$ cat src/rtl/seq_pkg.sv
// seq_pkg: shared state encoding and default frame constants for the sequence transmitter and detectors
package seq_pkg;
    typedef enum logic [1:0] {
        ST_IDLE  = 2'd0,
        ST_SHIFT = 2'd1,
        ST_GAP   = 2'd2
    } tx_state_t;
    localparam int DEF_WIDTH = 8;
    localparam int DEF_GAP = 1;
endpackage

$ cat src/rtl/seq_shift_out.sv
// seq_shift_out: loadable shift register whose serial output bit is registered
// ports: clk, rst_n (sync active-low), clr (zero register and dout), load (capture din, emit its first bit),
//        shift (emit next bit), din (parallel word), dout (registered serial bit)
module seq_shift_out #(
    parameter int WIDTH = 8,
    parameter bit MSB_FIRST = 1'b1
) (
    input  logic             clk,
    input  logic             rst_n,
    input  logic             clr,
    input  logic             load,
    input  logic             shift,
    input  logic [WIDTH-1:0] din,
    output logic             dout
);
    logic [WIDTH-1:0] sr;
    logic [WIDTH-1:0] src;
    logic [WIDTH-1:0] nxt;
    logic             head;
    // On load the first bit goes straight to dout, so the register keeps only the remaining bits.
    always_comb begin
        src  = load ? din : sr;
        head = MSB_FIRST ? src[WIDTH-1] : src[0];
        nxt  = MSB_FIRST ? {src[WIDTH-2:0], 1'b0} : {1'b0, src[WIDTH-1:1]};
    end
    always_ff @(posedge clk) begin
        if (!rst_n || clr) begin
            sr   <= '0;
            dout <= 1'b0;
        end else if (load || shift) begin
            sr   <= nxt;
            dout <= head;
        end
    end
endmodule

$ cat src/rtl/seq_bit_tx.sv
// seq_bit_tx: serial sequence transmitter, parallel word in by valid/ready, one bit per clock out on C
// ports: clk, rst_n (sync active-low), data_in/data_valid/data_ready (word handshake, ready only in idle),
//        abort (cancel current frame), C (registered serial bit), c_valid (C holds a frame bit),
//        frame_done (pulse with the last bit of a frame)
module seq_bit_tx
    import seq_pkg::*;
#(
    parameter int WIDTH = DEF_WIDTH,
    parameter bit MSB_FIRST = 1'b1,
    parameter int GAP = DEF_GAP
) (
    input  logic             clk,
    input  logic             rst_n,
    input  logic [WIDTH-1:0] data_in,
    input  logic             data_valid,
    input  logic             abort,
    output logic             data_ready,
    output logic             C,
    output logic             c_valid,
    output logic             frame_done
);
    localparam int CW = $clog2(WIDTH);
    localparam int GW = GAP > 0 ? $clog2(GAP + 1) : 1;
    localparam logic [CW-1:0] C_LAST = CW'(WIDTH - 1);
    localparam logic [CW-1:0] C_PEN = CW'(WIDTH - 2);
    localparam logic [GW-1:0] G_LAST = GW'(GAP > 0 ? GAP - 1 : 0);
    tx_state_t     state, state_nxt;
    logic [CW-1:0] cnt, cnt_nxt;
    logic [GW-1:0] gcnt, gcnt_nxt;
    logic          hs, last, adv, cv_nxt, fd_nxt;
    assign data_ready = state == ST_IDLE;
    // adv: a further frame bit is emitted at this edge; cv_nxt covers both the first bit and later ones.
    always_comb begin
        hs        = state == ST_IDLE && data_valid && !abort;
        last      = cnt == C_LAST;
        adv       = state == ST_SHIFT && !abort && !last;
        cv_nxt    = hs || adv;
        fd_nxt    = adv && cnt == C_PEN;
        cnt_nxt   = hs ? '0 : adv ? cnt + 1'b1 : cnt;
        gcnt_nxt  = state == ST_GAP ? gcnt + 1'b1 : '0;
        state_nxt = abort               ? ST_IDLE :
                    state == ST_IDLE    ? (hs ? ST_SHIFT : ST_IDLE) :
                    state == ST_SHIFT   ? (last ? (GAP > 0 ? ST_GAP : ST_IDLE) : ST_SHIFT) :
                    state == ST_GAP     ? (gcnt == G_LAST ? ST_IDLE : ST_GAP) :
                    ST_IDLE;
    end
    always_ff @(posedge clk) begin
        if (!rst_n) begin
            state      <= ST_IDLE;
            cnt        <= '0;
            gcnt       <= '0;
            c_valid    <= 1'b0;
            frame_done <= 1'b0;
        end else begin
            state      <= state_nxt;
            cnt        <= cnt_nxt;
            gcnt       <= gcnt_nxt;
            c_valid    <= cv_nxt;
            frame_done <= fd_nxt;
        end
    end
    // Clearing whenever no bit is due keeps C at 0 outside frames.
    seq_shift_out #(
        .WIDTH    (WIDTH),
        .MSB_FIRST(MSB_FIRST)
    ) u_shift (
        .clk  (clk),
        .rst_n(rst_n),
        .clr  (!cv_nxt),
        .load (hs),
        .shift(adv),
        .din  (data_in),
        .dout (C)
    );
endmodule

$ cat config.mk
export PLATFORM = sky130hd
export DESIGN_NAME = seq_bit_tx
export DESIGN_NICKNAME = d
export VERILOG_FILES = /design/src/rtl/seq_pkg.sv /design/src/rtl/seq_shift_out.sv /design/src/rtl/seq_bit_tx.sv
export SDC_FILE = /design/constraint.sdc
export NUM_CORES = 1
export LEC_CHECK = 0
export BUFFER_PORTS_ARGS = -buffer_cell sky130_fd_sc_hd__buf_2
export CORE_AREA = 2 2 39 41
export DETAILED_ROUTE_END_ITERATION = 10
export DIE_AREA = 0 0 41 43
export GPL_ROUTABILITY_DRIVEN = 0
export PLACE_DENSITY = 0.73
export RECOVER_POWER = 100
export SETUP_SLACK_MARGIN = 0.3
export SLEW_MARGIN = 15
export SYNTH_ARGS = -nofsm -noshare
export SYNTH_HDL_FRONTEND = slang
export SYNTH_SLANG_ARGS = --single-unit
$ cat constraint.sdc
create_clock -name clk -period 2.7 [get_ports clk]
set_input_delay 0.405 -clock clk [delete_from_list [all_inputs] [get_ports clk]]
set_output_delay 0.405 -clock clk [all_outputs]
set_load 0.01 [all_outputs]
Word level (Yosys, flattened, before mapping). Cells that the tools add are included.

Register bits after elaboration: 16. Word-level logic and storage cells: 36.

Add/sub/neg operators: 2. Equality and inequality tests: 4. Mux-type cells: 7. Bitwise operators: 1. Reductions and logical operators: 15.

Operators by type and width (count): $mux 2 (5); $mux 8 (1); $eq 3x3->1 const B (2); $logic_and 1x1->1 (5); $logic_not 1->1 (4); $reduce_or 2->1 (2); $add 3x1->3 const B (1); $eq 2x1->1 const B (1); $eq 2x2->1 const B (1); $logic_not 2->1 (1); $logic_or 1x1->1 (2); $reduce_and 2->1 (1); $add 1x1->1 const B (1); $mux 1 (1); $not 1->1 (1).

Depth between registers and ports, before layout.
Depth in word-level cells: 6. Depth in mapped cells: 5.

Cells and area by module. Synthesis repeated with hierarchy kept, for this count alone.

Cells, all modules: 69. Area total of the unflattened synthesis: 730.7 um2.

Modules (own cells, without submodules): seq_shift_out (times used 1, cells each 36, area each 379.1 um2); seq_bit_tx (times used 1, cells each 33, area each 351.6 um2).

Worst setup path after synthesis. OpenSTA, ideal clock, no wires.

Path kind: register -> register. From: register cnt[0]. To: register cnt[2]. Setup time: 0.114 ns. Arrival: 1.311 ns. Slack: 1.275 ns. Cell stages (with the launch flop): 6. Cells stage by stage: dfxtp_1 -> ha_1 -> ha_1 -> nor4b_4 -> mux2i_1 -> nor2_1.

Word-level cells in the longest chain between the ends: 3.

RTL lines: start, declared (RTL line seq_bit_tx.sv:28) `logic [CW-1:0] cnt, cnt_nxt;`; start signal, assigned (RTL line seq_bit_tx.sv:56) `cnt <= cnt_nxt;`; parallel branches: the longest is 3 deep, another holds $add 3x1->3.

Parallel ways; which one is timed is not known. A chain may end at the register's enable or synchronous reset.

Worst setup path after layout.
From: register state[1]. To: register cnt[1].

Word-level cells in the longest chain between the ends: 4.

RTL lines: start, declared (RTL line seq_bit_tx.sv:27) `tx_state_t state, state_nxt;`; start signal, assigned (RTL line seq_bit_tx.sv:55) `state <= state_nxt;`; $logic_not 2->1 (RTL line seq_bit_tx.sv:34) `hs = state == ST_IDLE && data_valid && !abort;`; $logic_and 1x1->1 (2 in a row) (RTL line seq_bit_tx.sv:34); $reduce_or 2->1 (no line).

Parallel ways exist; a longest one is shown, timed or not.

==> summary.txt <==
Critical path
  – Crit path DAT: ~1.7 ns
  – Critical path capture point type: flip-flop
  – Worst R2R Path Depth: 4
  – Worst reg2reg setup slack: approximately 1.2 ns
  – Nature of the critical path startpoint: flip-flop
  – WS Path Type: reg -> reg
  – CP Launch Point: state[1]
  – Reg-to-reg endpoint: cnt[1]
  – Reg-to-reg critical path startpoint: state[1]
  – CP required: between 2 and 3 ns
  – CP Max Fanout: 9

Power and ir drop
  – Share of power burned in registers: 61.9%
  – Clock Power Share: between 30 and 40%
  – Switching power: approximately 0.000084 W
  – VDD IR max: roughly 0.26 mV
  – PwrDens: 539 nW/um^2
  – Switching Fraction: 21.5%
  – LEAKAGE: roughly 0.31 nW
  – Internal: 0.000308 W
  – Logic pwr share: 8.0%
  – Power, Total: approximately 0.00039 W

Yosys
  – Sequential cell area fraction in the yosys report: roughly half
  – Seq cells post-synth: 16
  – Largest family of logic cells by synthesized area: simple AND/OR/NAND/NOR gates
  – Warnings from Yosys: 0
  – Post-synth net total: 71
  – Most area-consuming cells after synthesis: dfxtp_1 (50%), mux2i_1 (11%), ha_1 (5.9%)
  – Yosys cell types: 22
  – Mux contribution to synthesized area: around 11%
  – Post-synthesis compound-gate area fraction: under 10%
  – Syn Area/Cell: approximately 11 sq um
  – XOR/XNOR share of the synthesized area: under 10%
  – Largest area contributor in the netlist: dfxtp_1
  – Simple-Gate Fraction of Synth Area: between 20% and 30%
  – Share of the synthesized area in the top cell type: 50.4%
  – Synth Area in Adders: around 6%
  – Cell Area, Synth: around 640 sq um
  – Mapped Cells: 56

Timing
  – Crit path time final: 1.54 ns
  – Relative slew slack: approximately three fifths
  – Final setup viols: 0
  – Share of the clock period used by the worst path: 57.0%
  – Worst-Margin Slew: between 0.6 and 0.7 ns
  – Slew Limit Fails: 0
  – Fmax: roughly 650 MHz
  – Worst setup margin: 1.16 ns
  – Hold slack final: 0.358 ns
  – Final number of hold-violating endpoints: 0
  – Clock skew: roughly 0.0013 ns
  – Setup TNS: 0 ns
  – Unrepaired setup endpoints after global routing: no

GRT
  – First-pass GRT wire length: between 1.5 and 2 mm
  – Total global routing track utilization: between 10% and 20%
  – GRT overflow: 0
  – Antenna violations before repair: 0
  – Pin count of the biggest net entering global routing: 10
  – Vias in the first global route: 399

Placed design
  – Post-place setup slack: about 1.2 ns
  – Number of buffers added on ports: 15
  – Detail Placement HPWL: ~720 um

Clocking
  – Worst-path clk slew: roughly 0.080 ns
  – CTS H-Tree Depth: 1
  – Post CTS Setup Buffer Count: 0
  – PostCTS Resize Cnt: 0
  – Root Buffer: clkbuf_4
  – Worst skew pair latency: 0.27 ns
  – CTS sink cnt: 16
  – Maximum clock insertion buffer count: 2
  – CTS tree: yes
  – CTS Hold Buffers Added: 0
  – CTS Buf Count: 3

Worst hold path
  – Worst min-delay path category: in -> reg
  – Hold path startpoint: data_in[0]
  – Worst Hold End: u_shift.sr[1]
  – WHS Path Cells: 2

Drt
  – DRC errors left: 0
  – Final ANT Viol Nets: 0
  – Via count: 436
  – Via/cell ratio: between 4 and 5
  – Routed wire per std cell: 10.3 um
  – Total iterations of the first detailed-routing run: 4
  – Initial DRC Count: 6
  – Routed WL: roughly 930 um

Status
  – Status: completed

Die
  – IO Pins: 16
  – Initial Utilization: between 40 and 50%
  – Die W: 41 um
  – Core ar.: 1380 sq um
  – FP Rows: 14
  – DIE AREA: ~1800 sq um
  – Die height: between 40 and 50 um

Cells and area
  – Most common cell after layout, fill and taps aside: dfxtp_1
  – Commonest non-fill, non-tap cells in the layout: dfxtp_1 (16), buf_2 (11), nor2_1 (10), mux2i_1 (7), clkbuf_1 (5)
  – Share of layout cells above drive strength 1: 21.6%
  – Area of the multi-input gates: around 280 sq um
  – # fillers: between 100 and 150
  – # diodes: 0
  – Reg area: 320 sq um
  – P&R area growth vs syn: 14.4%
  – Final nets: 91

Run
  – # Max-Cap Violations: 0
==> flip-flops by register name, indices dropped and copies added, names as in the netlist <==
name / flops
state: 2
u_shift.sr: 7
cnt: 3
frame_done: 1
u_shift.dout: 1
gcnt: 1
c_valid: 1
==> cells in the mapped netlist (all sizes together) <==
cell	number
ha	3
and4	1
nor2	11
mux2i	7
a211oi	1
and3b	1
inv	3
and3	1
buf	1
xnor2	1
o2111ai	1
nand2	1
nor2b	1
dfxtp	16
nor4bb	1
a22oi	1
o21ai	1
nor4b	2
nand3b	1
nand2b	1
==> how the worst max path moves through the flow <==
stage,to,cells past startpoint
after detailed placement,cnt[2],5
after global placement,cnt[2],5
after floorplan,cnt[2],5
after global routing,cnt[1],4
final,cnt[1],4
after CTS,cnt[2],5
==> worst max-delay path, cell delays in order (launching register included) <==
cell and delay [ns]:
dfxtp_1 0.39, nor4b_1 0.30, clkbuf_1 0.42, nand2b_1 0.24, a211oi_1 0.07
==> stage by stage <==
step	util [%]	std cells	cell area [sq um]
floorplan	-	56	636
global placement	52.5	87	727
detailed placement	52.5	87	727
CTS	54.2	90	749
global route	52.5	90	727
finish	52.5	90	727
==> layout make-up <==
cell class / instances / area share (%)
inverter: 3 / 1.55
clock buffer: 3 / 3.10
timing repair buffer: 16 / 10.2
multi-input combinational: 36 / 38.4
tap: 16 / 2.75
sequential: 16 / 44.1
==> routing by layer <==
metal	wire [um]	track usage, %	up-vias
li1	-	-	230
met3	51	3.14	4
met5	0	0	-
met2	388	19.1	15
met1	463	17.7	187
met4	24	10.0	0
==> kinds of logic after synthesis <==
| family | after synthesis |
|---|---|
| XOR/XNOR | 1 |
| AND/OR/NAND/NOR | 21 |
| adder cells (fa/ha/maj) | 3 |
| AO/OA/AOI/OAI | 4 |
| flip-flops | 16 |
| buffers and inverters | 4 |
| multiplexers | 7 |
==> power groups by stage <==
stage	clock (W)	combinational [W]	sequential [W]
floorplan	0	0.0000207	0.000248
global placement	0	0.0000347	0.000248
detailed placement	0	0.0000349	0.000248
CTS	0.000122	0.0000351	0.000243
global route	0.000131	0.0000362	0.000243
finish	0.000118	0.0000313	0.000243
Power figures use the tool's default switching activity.
